[src/rtl/audio_in_capture.sv]
// ============================================================================
// audio_in_capture : I2S left-channel capture into CLK domain, sign-extended
// Rev 1.0
// ============================================================================
`default_nettype none
`timescale 1ns/1ps

module audio_in_capture #(
  parameter int DATA_WIDTH  = 32,
  parameter int SAMPLE_BITS = 24
) (
  input  logic                  CLK,
  input  logic                  rst,
  input  logic                  BCLK,
  input  logic                  LRCK,
  input  logic                  ADCDAT,
  output logic [DATA_WIDTH-1:0] x,
  output logic                  audio_ready,
  output logic                  frame_err
);

  localparam int            CW       = $clog2(SAMPLE_BITS + 1);
  localparam logic [CW-1:0] LAST_BIT = CW'(SAMPLE_BITS - 1);

  localparam logic [1:0] ST_IDLE  = 2'd0;
  localparam logic [1:0] ST_SKIP  = 2'd1;
  localparam logic [1:0] ST_SHIFT = 2'd2;
  localparam logic [1:0] ST_HOLD  = 2'd3;

  logic [2:0]             bclk_sync_q, bclk_sync_d;
  logic [2:0]             lrck_sync_q, lrck_sync_d;
  logic [1:0]             adc_sync_q,  adc_sync_d;
  logic                   bclk_rise_q, bclk_rise_d;
  logic                   lrck_rise_q, lrck_rise_d;
  logic                   lrck_fall_q, lrck_fall_d;
  logic [1:0]             state_q,     state_d;
  // Holds the first SAMPLE_BITS-1 bits; the final bit joins straight into x.
  logic [SAMPLE_BITS-2:0] shift_q,     shift_d;
  logic [CW-1:0]          cnt_q,       cnt_d;
  logic [DATA_WIDTH-1:0]  x_q,         x_d;
  logic                   ready_q,     ready_d;
  logic                   err_q,       err_d;
  logic [SAMPLE_BITS-1:0] shift_next;

  always_comb begin
    bclk_sync_d = {bclk_sync_q[1:0], BCLK};
    lrck_sync_d = {lrck_sync_q[1:0], LRCK};
    adc_sync_d  = {adc_sync_q[0], ADCDAT};
    bclk_rise_d = bclk_sync_q[1] & ~bclk_sync_q[2];
    lrck_rise_d = lrck_sync_q[1] & ~lrck_sync_q[2];
    lrck_fall_d = ~lrck_sync_q[1] & lrck_sync_q[2];
  end

  always_ff @(posedge CLK or negedge rst) begin
    if (!rst) begin
      bclk_sync_q <= '0;
      lrck_sync_q <= '0;
      adc_sync_q  <= '0;
      bclk_rise_q <= 1'b0;
      lrck_rise_q <= 1'b0;
      lrck_fall_q <= 1'b0;
      state_q     <= ST_IDLE;
      shift_q     <= '0;
      cnt_q       <= '0;
      x_q         <= '0;
      ready_q     <= 1'b0;
      err_q       <= 1'b0;
    end else begin
      bclk_sync_q <= bclk_sync_d;
      lrck_sync_q <= lrck_sync_d;
      adc_sync_q  <= adc_sync_d;
      bclk_rise_q <= bclk_rise_d;
      lrck_rise_q <= lrck_rise_d;
      lrck_fall_q <= lrck_fall_d;
      state_q     <= state_d;
      shift_q     <= shift_d;
      cnt_q       <= cnt_d;
      x_q         <= x_d;
      ready_q     <= ready_d;
      err_q       <= err_d;
    end
  end

  // LRCK events take priority over a coincident BCLK rise.
  always_comb begin
    state_d = state_q;
    case (state_q)
      ST_IDLE: begin
        if (lrck_fall_q) state_d = ST_SKIP;
      end
      ST_SKIP: begin
        if (lrck_rise_q)      state_d = ST_IDLE;
        else if (lrck_fall_q) state_d = ST_SKIP;
        else if (bclk_rise_q) state_d = ST_SHIFT;
      end
      ST_SHIFT: begin
        if (lrck_rise_q)                            state_d = ST_IDLE;
        else if (lrck_fall_q)                       state_d = ST_SKIP;
        else if (bclk_rise_q && cnt_q == LAST_BIT)  state_d = ST_HOLD;
      end
      default: begin
        if (lrck_fall_q) state_d = ST_SKIP;
      end
    endcase
  end

  always_comb begin
    shift_next = {shift_q, adc_sync_q[1]};
    shift_d    = shift_q;
    cnt_d      = cnt_q;
    x_d        = x_q;
    ready_d    = 1'b0;
    err_d      = 1'b0;
    case (state_q)
      ST_SKIP: begin
        if (lrck_rise_q) begin
          err_d = 1'b1;
        end else if (!lrck_fall_q && bclk_rise_q) begin
          cnt_d   = '0;
          shift_d = '0;
        end
      end
      ST_SHIFT: begin
        if (lrck_rise_q) begin
          err_d = 1'b1;
        end else if (!lrck_fall_q && bclk_rise_q) begin
          shift_d = shift_next[SAMPLE_BITS-2:0];
          cnt_d   = cnt_q + CW'(1);
          if (cnt_q == LAST_BIT) begin
            x_d     = DATA_WIDTH'($signed(shift_next));
            ready_d = 1'b1;
          end
        end
      end
      default: begin
      end
    endcase
  end

  assign x           = x_q;
  assign audio_ready = ready_q;
  assign frame_err   = err_q;

endmodule

`default_nettype wire

[config.mk]
export PLATFORM = sky130hd
export DESIGN_NAME = audio_in_capture
export DESIGN_NICKNAME = d
export VERILOG_FILES = /design/src/rtl/audio_in_capture.sv
export SDC_FILE = /design/constraint.sdc
export NUM_CORES = 1
export LEC_CHECK = 0
export BUFFER_PORTS_ARGS = -buffer_cell sky130_fd_sc_hd__buf_4
export CORE_MARGIN = 3
export CORE_UTILIZATION = 55
export DETAILED_ROUTE_END_ITERATION = 10
export GPL_TIMING_DRIVEN = 1
export HOLD_SLACK_MARGIN = 0.1
export PLACE_DENSITY_LB_ADDON = 0.3
export SLEW_MARGIN = 30
export SYNTH_ARGS = -nofsm -noshare
export SYNTH_HDL_FRONTEND = slang
export SYNTH_SLANG_ARGS = --single-unit
[constraint.sdc]
create_clock -name CLK -period 2.2 [get_ports CLK]
set_input_delay 0.11 -clock CLK [delete_from_list [all_inputs] [get_ports CLK]]
set_output_delay 0.11 -clock CLK [all_outputs]
set_load 0.02 [all_outputs]
# [After elaboration in Yosys (flattened, before gate mapping)]
# Index checks and enable logic that the tools add are counted.
[op_classes] addsub=1 eq_ne=9 mux=24 bitwise=7 reduce_logical=9
[op_table] cell="$mux 23" count=4
[op_table] cell="$pmux 23 s2" count=1
[op_table] cell="$mux 5" count=4
[op_table] cell="$mux 2" count=7
[op_table] cell="$pmux 5 s2" count=1
[op_table] cell="$ne 2x2->1 const B" count=4
[op_table] cell="$ne 4x4->1 const B" count=2
[op_table] cell="$mux 1" count=6
[op_table] cell="$add 5x1->5 const B" count=1
[op_table] cell="$eq 5x5->1 const B" count=1
[op_table] cell="$reduce_and 5->1" count=1
[op_table] cell="$not 1->1" count=4
[op_table] cell="$pmux 2 s2" count=1
[op_table] cell="$reduce_and 4->1" count=1
[op_table] cell="$and 1x1->1" count=3
[op_table] cell="$reduce_and 3->1" count=1
[op_table] cell="$reduce_bool 3->1" count=1
[op_table] cell="$eq 2x1->1 const B" count=1
[op_table] cell="$eq 2x2->1 const B" count=1
[op_table] cell="$logic_and 1x1->1" count=2
[op_table] cell="$reduce_bool 2->1" count=1
[op_table] cell="$reduce_or 2->1" count=1
[op_table] cell="$logic_not 1->1" count=1
[word_totals] register_bits=67 in_bits=5 out_inout_bits=34

# [Depth between registers and ports, before layout]
[logic_depth] ltp_word=6 depth_mapped=8

# [Worst setup path before layout]
# OpenSTA, ideal clock, no wires.
[synth_path] path_type="reg2reg" from="reg state_q[0]" to="reg x_q[0] (netlist: x[0])" t_arrival_ns=1.633 required_ns=2.073 slack_ns=0.440 stages_incl_launch_ff=9 path_buffers=3 synth_period_minus_slack_ns=1.760 path_cell_list="dfrtp_1 -> inv_1 -> ha_1 -> nor4bb_1 -> buf_2 -> and2b_1 -> buf_4 -> buf_6 -> mux2_1"
[synth_between] elab_chain_cells=2
[synth_lines] item="start: declaration" line="36" rtl="logic [1:0] state_q, state_d;"
[synth_lines] item="start signal: assignment" line="75" rtl="state_q <= state_d;"
[synth_lines] item="$eq 2x2->1" line="114" rtl="case (state_q)"
[synth_lines] item="$reduce_and 4->1 (no source line)"
[synth_lines] item="end signal: assignment" line="65" rtl="x_q <= '0;"
[synth_lines] item="end signal: assignment" line="78" rtl="x_q <= x_d;"
[synth_lines] item="end: declaration" line="40" rtl="logic [DATA_WIDTH-1:0] x_q, x_d;"
# No other way between the ends.
# A chain may end at the register's enable or synchronous reset.

# [Worst setup path after layout]
[layout_path] from="reg state_q[0]" to="reg shift_q[9]"
[layout_between] elab_chain_cells=3 word_cells_on_any_way=9
[layout_lines] item="$eq 2x1->1 / $eq 2x2->1 (equally long branches)" line="114"
[layout_lines] item="$ne 2x2->1 (no source line) / $reduce_bool 2->1 (equally long branches)"
[layout_lines] item="$reduce_and 5->1 (no source line)"
[layout_lines] item="end signal: assignment" line="76" rtl="shift_q <= shift_d;"
[layout_lines] item="end: declaration" line="38" rtl="logic [SAMPLE_BITS-2:0] shift_q, shift_d;"
# Parallel ways exist; a longest one is shown, timed or not.

==> summary.md <==
| Metric | Value |
|---|---|
| Max Slew Vio Count | 0 |
| # hold bufs at CTS | 4 |
| Max Cap Viol | 0 |
| DR pass1 iterations | 4 |
| I/O Pins | 39 |
| Worst r2r src | state_q[0]$_DFFE_PN0P_ |
| Hpwl dp | 2810 microns |
| Sequential area share after synthesis | 64.6% |
| Cell leakage power | 1.59 nW |
| PostCTS Resize Cnt | 0 |
| Area leader, netlist | dfrtp_1 |
| GPL Wtd Cong | 0.785 |
| TNS Setup | 0 ps |
| Highest routed layer | met4 |
| Post-route non-filler standard cell count | 268 |
| Port Buf Inserts | 38 |
| Clk sinks | 67 |
| Hold Path Origin | adc_sync_q[0]$_DFF_PN0_ |
| Initial antenna violation count | 0 |
| Drt initial violations | 112 |
| Layout fillers | 323 |
| Drt wl/cell | 16.6 microns |
| Clock transition at the registers of the reported paths | 70 ps |
| Tmin final | 1960 ps |
| Clk_lat worst skew | 330 ps |
| Inserted Diodes | 0 |
| CTS tree | done |
| Warning count from the yosys run | 0 |
| Pre-CTS WS | 241 ps |
| Largest net degree at the start of global routing | 68 |
| GRT Util Overall | 18.8% |
| Layout Utilization | 69.3% |
| Fin crit share | 89.2% |
| Status | completed |
| Crit. End Element | register |
| Die Height | 74.7 microns |
| Hold/Removal Path Class | register to register |
| Post-CTS setup buffer count | 0 |
| Core area | 0.00444 sq mm |
| F_max | 510 MHz |
| First-pass GRT wire length | 7570 microns |
| DRT Wirelength | 4450 microns |
| Final ANT Viol Nets | 0 |
| Worst Hold Endpoint | adc_sync_q[1]$_DFF_PN0_ |
| Flops & latches, synth | 67 |
| Post-synthesis cell type count | 29 |
| CP max FO | 14 |
| Vias per cell | 5.57 |
| Metal3 WL | 223 microns |
| CTS root buffer | clkbuf_8 |
| Met1 wire length | 1950 microns |
| Die Area | 0.00558 sq mm |
| # DRC | 0 |
| Path depth of the worst reg2reg path | 6 |
| Critical Setup Path Class | register to register |
| Slew @ Worst Pin | 812 ps |
| Final setup vio count | 0 |
| WHS Path Cells | 0 |
| Critical path arrival | 2180 ps |
| Area grow syn2layout | 18.6% |
| PD cells | 804 mW/mm^2 |
| Peak supply drop | 0.000464 V |
| Site Rows | 24 |
| CTS Buf Count | 9 |
| Worst r2r dst | shift_q[9]$_DFFE_PN0P_ |
| Worst Skew | 8.44 ps |
| Initial Utilization | 58.4% |
| Synth Area per Inst | 15.0 sq um |
| Fin nets | 220 |
| Crit start category | register |
| Share of layout cells above drive strength 1 | 28.7% |
| Vias in the first global route | 1546 |
| Gr ovfl total | 0 |
| CTS H-tree depth | 3 |
| Synthesized Nets | 181 |
| RSZ-0062 raised after global routing | false |
| Final Hold Vio Count | 0 |
| Routed length on met2 | 2210 microns |
| Reg2Reg Setup Slack | 240 ps |
| Final Power | 2.47 mW |
| Final WS setup | 237 ps |
| Post-Syn Instances | 173 |
| DIE WIDTH | 74.7 microns |
| Top cells by area, synth | dfrtp_1 (65%), mux2_1 (10%), a22o_1 (8.1%) |
| Critical path required time | 2420 ps |
| CTS Buffer Depth | 2 |
| Post-synth top area share | 64.6% |
| Slew headroom | 45.9% |
| Mapped Area | 0.00260 sq mm |
| Vias | 1493 |
| Inst Count DP | 249 |
-- placed cells by master, fill, tap and decap left out, types with 2 or more instances in the layout --
cell	count
ha_1	3
mux2_1	24
nor2b_1	4
nand3b_1	2
buf_4	41
o31ai_1	3
dlygate4sd3_1	4
o311ai_1	2
nand2b_1	2
clkbuf_8	12
mux2_2	3
clkinv_2	2
inv_1	4
nand3_1	4
a22o_1	24
nor2_1	2
dfrtp_1	67
-- cell usage after synthesis --
| master | n |
|---|---|
| nand3_1 | 4 |
| nand2b_1 | 2 |
| o211ai_2 | 1 |
| a32o_1 | 1 |
| buf_2 | 2 |
| a21oi_1 | 1 |
| nor3_1 | 1 |
| mux2_1 | 24 |
| mux2_2 | 3 |
| buf_4 | 9 |
| clkbuf_1 | 2 |
| dfrtp_1 | 67 |
| nor4bb_1 | 1 |
| nand3b_1 | 2 |
| buf_6 | 4 |
| nand4b_1 | 1 |
| or2_4 | 1 |
| o21bai_1 | 1 |
| o311ai_1 | 2 |
| a22o_1 | 24 |
| ha_1 | 3 |
| buf_8 | 1 |
| nor2_1 | 2 |
| inv_1 | 4 |
| or3_1 | 1 |
| o22ai_1 | 1 |
| nor2b_1 | 4 |
| o31ai_1 | 3 |
| and2b_1 | 1 |
-- cell families (layout without fill, tap and decap cells) --
| kind of cell | count (synthesis) | after routing | share of synthesized area [%] |
|---|---|---|---|
| mux | 27 | 27 | 11.7 |
| fa+ha+maj | 3 | 3 | 1.45 |
| simple gates | 20 | 20 | 4.87 |
| compound gates | 34 | 34 | 11.2 |
| buf+inv | 22 | 65 | 6.17 |
| flops | 67 | 67 | 64.6 |
-- sequential cells by signal, indices dropped and copies added (netlist names) --
signal / flops
bclk_sync_q: 3
adc_sync_q: 2
state_q: 2
frame_err: 1
lrck_fall_q: 1
lrck_sync_q: 3
lrck_rise_q: 1
bclk_rise_q: 1
shift_q: 23
x: 24
audio_ready: 1
cnt_q: 5
-- worst max path at each step --
stage                                 from                 endpoint  slack [ps]  depth (start not counted)
global route        state_q[0]$_DFFE_PN0P_         x[5]$_DFFE_PN0P_         110                          6
CTS                 state_q[0]$_DFFE_PN0P_   shift_q[4]$_DFFE_PN0P_         210                          6
detailed placement  state_q[0]$_DFFE_PN0P_  shift_q[20]$_DFFE_PN0P_         240                          6
floorplan           state_q[0]$_DFFE_PN0P_         x[0]$_DFFE_PN0P_         440                          8
global placement    state_q[0]$_DFFE_PN0P_  shift_q[20]$_DFFE_PN0P_         340                          6
finish              state_q[0]$_DFFE_PN0P_   shift_q[9]$_DFFE_PN0P_         240                          6
-- routing by layer --
layer | vias up | global-route usage, %
met2 | 39 | 29.4
met3 | 5 | 5.61
li1 | 692 | -
met5 | - | 0
met1 | 757 | 24.0
met4 | 0 | 9.49
-- cell type report --
type / count / area [sq um] / share of cell area (%)
sequential: 67 / 1680 / 54.5
multi-input combinational: 84 / 774 / 25.2
timing repair buffer: 46 / 368 / 12.0
clock buffer: 13 / 169 / 5.49
tap: 52 / 65.1 / 2.11
inverter: 4 / 15.0 / 0.488
clock inverter: 2 / 10.0 / 0.325
-- critical path, cell delays in order (launching register included) --
cell and delay, ps:
dfrtp_1 390, inv_1 60, ha_1 360, nor2_1 170
or3_1 440, buf_4 230, a22o_1 190
-- report_power, final --
group / internal, mW / switching (mW) / leakage, nW
sequential: 1.28 / 0.0331 / 0.910
combinational: 0.108 / 0.133 / 0.585
clock: 0.492 / 0.430 / 0.0953
total: 1.88 / 0.596 / 1.59
-- through the flow --
stage | instance area [sq um] | hold WS (ps)
after global placement | 2860 | 220
after detailed placement | 2860 | 221
after floorplan | 2600 | -186
after CTS | 3080 | 350
final | 3080 | 347
after global routing | 3080 | 368
(Power assumes the default switching activity.)
